$ cat src/rtl/sync_debounce.sv
// Two-flop synchronizer followed by a four-state debounce FSM for a slow external level.
// q changes only after DB_CYCLES+1 consecutive equal synchronized samples; rise/fall mark each accepted edge.
//
//   state   | meaning
//   --------+-----------------------------------------------------
//   IDLE_LO | q=0 accepted, watching for s2=1
//   WAIT_HI | s2=1 seen, counting stable high samples before q<=1
//   IDLE_HI | q=1 accepted, watching for s2=0
//   WAIT_LO | s2=0 seen, counting stable low samples before q<=0
module sync_debounce #(
  parameter int DB_CYCLES = 8,
  parameter int CNT_W     = 4
) (
  input  logic clk,
  input  logic reset,
  input  logic din,
  output logic q,
  output logic qb,
  output logic rise,
  output logic fall,
  output logic busy
);

  typedef enum logic [1:0] {
    IDLE_LO = 2'd0,
    WAIT_HI = 2'd1,
    IDLE_HI = 2'd2,
    WAIT_LO = 2'd3
  } state_t;

  localparam logic [CNT_W-1:0] CNT_LAST = CNT_W'(DB_CYCLES - 1);
  localparam logic [CNT_W-1:0] CNT_ONE  = CNT_W'(1);

  state_t           state_q, state_d;
  logic [CNT_W-1:0] cnt_q, cnt_d;
  logic             s1_q, s2_q;
  logic             level_q, level_d;
  logic             rise_q, rise_d;
  logic             fall_q, fall_d;

  always_ff @(posedge clk or negedge reset) begin
    if (!reset) begin
      s1_q <= 1'b0;
      s2_q <= 1'b0;
    end else begin
      s1_q <= din;
      s2_q <= s1_q;
    end
  end

  always_ff @(posedge clk or negedge reset) begin
    if (!reset) begin
      state_q <= IDLE_LO;
      cnt_q   <= '0;
      level_q <= 1'b0;
      rise_q  <= 1'b0;
      fall_q  <= 1'b0;
    end else begin
      state_q <= state_d;
      cnt_q   <= cnt_d;
      level_q <= level_d;
      rise_q  <= rise_d;
      fall_q  <= fall_d;
    end
  end

  always_comb begin
    state_d = state_q;
    cnt_d   = cnt_q;
    level_d = level_q;
    rise_d  = 1'b0;
    fall_d  = 1'b0;
    case (state_q)
      IDLE_LO: begin
        cnt_d = '0;
        if (s2_q) state_d = WAIT_HI;
      end
      WAIT_HI: begin
        if (!s2_q) begin
          state_d = IDLE_LO;
          cnt_d   = '0;
        end else if (cnt_q == CNT_LAST) begin
          state_d = IDLE_HI;
          cnt_d   = '0;
          level_d = 1'b1;
          rise_d  = 1'b1;
        end else begin
          cnt_d = cnt_q + CNT_ONE;
        end
      end
      IDLE_HI: begin
        cnt_d = '0;
        if (!s2_q) state_d = WAIT_LO;
      end
      WAIT_LO: begin
        if (s2_q) begin
          state_d = IDLE_HI;
          cnt_d   = '0;
        end else if (cnt_q == CNT_LAST) begin
          state_d = IDLE_LO;
          cnt_d   = '0;
          level_d = 1'b0;
          fall_d  = 1'b1;
        end else begin
          cnt_d = cnt_q + CNT_ONE;
        end
      end
      default: begin
        state_d = IDLE_LO;
        cnt_d   = '0;
        level_d = 1'b0;
      end
    endcase
  end

  assign q    = level_q;
  assign qb   = ~level_q;
  assign rise = rise_q;
  assign fall = fall_q;
  assign busy = (state_q == WAIT_HI) || (state_q == WAIT_LO);

endmodule
$ cat config.mk
export PLATFORM = sky130hd
export DESIGN_NAME = sync_debounce
export DESIGN_NICKNAME = d
export VERILOG_FILES = /design/src/rtl/sync_debounce.sv
export SDC_FILE = /design/constraint.sdc
export NUM_CORES = 1
export LEC_CHECK = 0
export CORE_AREA = 4 4 41 43
export DETAILED_ROUTE_END_ITERATION = 7
export DIE_AREA = 0 0 45 47
export PLACE_DENSITY = 0.54
export SYNTH_ARGS = -nofsm -noshare
export SYNTH_HDL_FRONTEND = slang
export SYNTH_SLANG_ARGS = --single-unit
$ cat constraint.sdc
create_clock -name clk -period 1.6 [get_ports clk]
set_input_delay 0.32 -clock clk [delete_from_list [all_inputs] [get_ports clk]]
set_output_delay 0.32 -clock clk [all_outputs]
set_load 0.03 [all_outputs]
==> impl_results.md, run 1 <==
* Outcome: finished, final reports clean
* Detail Placement HPWL at 590.4 um
* Number of DRC markers in iteration 0 at 4
* Slew HR at 67.50%
* # IOs at 8
* Reg power frac at 58.5%
* Min cycle time layout at 1.460 ns
* CTS buffer count at 3
* RSZ-0062 raised after global routing: false
* H-tree depth at 1
* First-pass GRT wire length at 1.311 mm
* Pwr Density at 903.0 mW/mm2
* Setup tns final at 0 ns
* Final hold vios at 0
* Mux share of post-synthesis cell area at 2.273%
* Post-Synth XOR/XNOR Area at 3.977%
* Hold Path Class: reg2reg
* DRC at 0
* Slowest stage delay, CP at 0.41 ns
* Setup Buffers After CTS at 0
* P_sw at 0.1051 mW
* IO buf count at 7
* CP cell instances: inv_1, dlygate4sd2_1
* Final core utilization at 42.21%
* Arrival time worst endpoint at 1.14 ns
* Combinational share of power at 4.6%
* Gr ovfl total at 0
* Ys Warns at 0
* Max Slew Vio Count at 0
* Clock Tree Root: clkbuf_4
* GP Congestion at 0.7807
* Synth Area in Simple Gates at 19.32%
* Worst-Margin Slew at 0.4860 ns
* Mapped Area at 440.4 um2
* Crit end category: primary output
* DRT Pass-1 Iters at 2
* Vias in the first global route at 300
* Skew-Pair Late Insertion Delay at 0.26 ns
* Die area at 0.002115 mm2
* Max Buffers Root-to-Sink at 2
* Worst path bufs/invs at 2
* Clock sink count at 11
* Synth Area per Inst at 12.23 um2
* Lkg Pwr at 0.2833 nW
* Row Count at 13
* Internal at 0.3909 mW
* Commonest non-fill, non-tap cell in the layout: dfrtp_1
* Fill cell count at 140
* Die W at 45 um
* Hold_ws at 0.3534 ns
* Crit Path Class: reg2out
* Cells after synthesis at 36
* Worst-path fanout max at 3
* Count of cell types in the netlist at 18
* CTS tree: yes
* Core area at 0.001301 mm2
* Switching fraction of total power at 21.19%
* Count of final setup violators at 0
* Worst Path Required at 1.28 ns
* Register bit total from synthesis at 11
* Max Clk Rate at 0.6848 GHz
* Clock share of power at 36.9%
* Seq/Total Area, Yosys at 62.50%
* Pwr Total at 0.4960 mW
* CP delay by family, top: buffers and inverters
* Diodes inserted at 0
* Area grow syn2layout at 24.72%
* Crit share post-route at 91.27%
* Synth Area in Compound Gates at 6.534%
* Clk slew on worst S/H paths at 0.07 ns
* Synth Net Count at 40
* Die Ht at 47 um
* Pin count of the biggest net entering global routing at 12
* Layout cell share with drive strength beyond 1 at 15.22%
* Maximum vdd drop at 0.3678 mV
* Commonest cells after routing, fill and taps aside: dfrtp_1 (11), nand2_1 (5), nor2_1 (4), dlygate4sd2_1 (4), clkbuf_4 (3)
* Post-Route WL at 782 um
* Worst setup SP type: flip-flop
* Largest family of logic cells by synthesized area: simple AND/OR/NAND/NOR gates
* Final #Nets at 51
* Post-route ant nets at 0
* Via Count at 288
* Initial Util at 33.85%
* Max capacitance violation total at 0
* Post-Synth Adder-Cell Area at 2.841%
* Routed len/inst at 12.82 um
* Drt via density at 4.721
* Initial antenna violation count at 0
* All-layer global routing usage at 9.287%
* Fin Clk Skew at 0.001388 ns
* Critical-path top delay cell: dlygate4sd2_1
==> cells by family after synthesis <==
family	Yosys count
DFF	11
xor gates and xnor gates	2
muxes	1
AOI/OAI and AO/OA	3
adders and majority gates	1
buffers and inverters	3
and+or+nand+nor	15
==> path summary, 6_finish.rpt <==
check / startpoint / end / slack (ns) / depth (start not counted)
worst max-delay path: q / qb / 0.14 / 2
worst min-delay path: s1_q / s2_q / 0.35 / 0
min in group asynchronous: reset / asynchronous set/reset pin / 0.38 / 1
max in group asynchronous: reset / cnt_q[3] / 0.89 / 1
worst max register to register: cnt_q[0] / q / 0.20 / 4
worst min register to register: s1_q / s2_q / 0.35 / 0
==> power by group through the flow <==
stage	Clock (mW)	Combinational, mW	Sequential (mW)
2_1_floorplan	0	0.0111	0.294
3_3_place_gp	0	0.0238	0.295
3_5_place_dp	0	0.0246	0.295
4_1_cts	0.199	0.0236	0.290
5_1_grt	0.223	0.0257	0.291
6_report	0.183	0.0229	0.290
==> Yosys cell counts <==
cell type,instances,area (um2)
a211o_1,1,8.760
mux2i_1,1,10.01
a311oi_2,1,15.01
xor2_1,1,8.760
a21oi_1,1,5.000
nand4b_1,1,8.760
ha_1,1,12.51
dfrtp_1,11,275.3
and4b_1,1,10.01
nand2_1,5,18.77
xnor2_1,1,8.760
and2_2,1,7.510
clkbuf_1,1,3.750
and3_2,1,7.510
nand3_1,1,5.000
nor3b_2,1,12.51
nor2_1,4,15.01
inv_1,2,7.510
==> cell type report <==
cell class / count / area, um2 / share of cell area [%]
Clock buffer: 4 / 26.28 / 4.784
Inverter: 2 / 7.507 / 1.367
Multi-Input combinational cell: 22 / 153.9 / 28.02
Sequential cell: 11 / 275.3 / 50.11
Tap cell: 15 / 18.77 / 3.417
Timing Repair Buffer: 7 / 67.56 / 12.30
==> routing by layer <==
layer  up-vias  GRT usage (%)  part of all wire [%]
met1       144          9.929                    43
met2         5          13.84                    52
met5         -              0                     0
met3         0          4.981                   5.4
met4         0          7.018                     0
li1        139              -                     -
==> registers in the layout, summed over array words and instances, names as in the netlist, named ones only <==
| register | cells |
|---|---|
| s1_q | 1 |
| cnt_q | 4 |
| s2_q | 1 |
| fall | 1 |
| q | 1 |
| state_q | 1 |
| rise | 1 |
==> through the flow <==
stage,instance area (um2),worst slack (ns),cells
final,549.3,0.1398,61
after global routing,549.3,0.07585,61
after CTS,546.8,0.01114,61
after detailed placement,525.5,0.1466,57
after global placement,525.5,0.1856,57
after floorplan,440.4,0.3520,36
==> repair_timing <==
| item | CTS | global route |
|---|---|---|
| gates resized for setup | 4 | 1 |
| pin swaps | 0 | 0 |
| hold buffers | 0 | 0 |
| setup endpoints to repair | 4 | 1 |
Power figures use the tool's default switching activity.
==> run 2: changes to the inputs <==
--- a/config.mk
+++ b/config.mk
@@ -5,6 +5,7 @@
 export SDC_FILE = /design/constraint.sdc
 export NUM_CORES = 1
 export LEC_CHECK = 0
+export ABC_AREA = 0
 export CORE_AREA = 4 4 41 43
 export DETAILED_ROUTE_END_ITERATION = 7
 export DIE_AREA = 0 0 45 47
==> results of run 2 <==
Same layout as run 1: the final DEF is identical, and so are final timing and power.
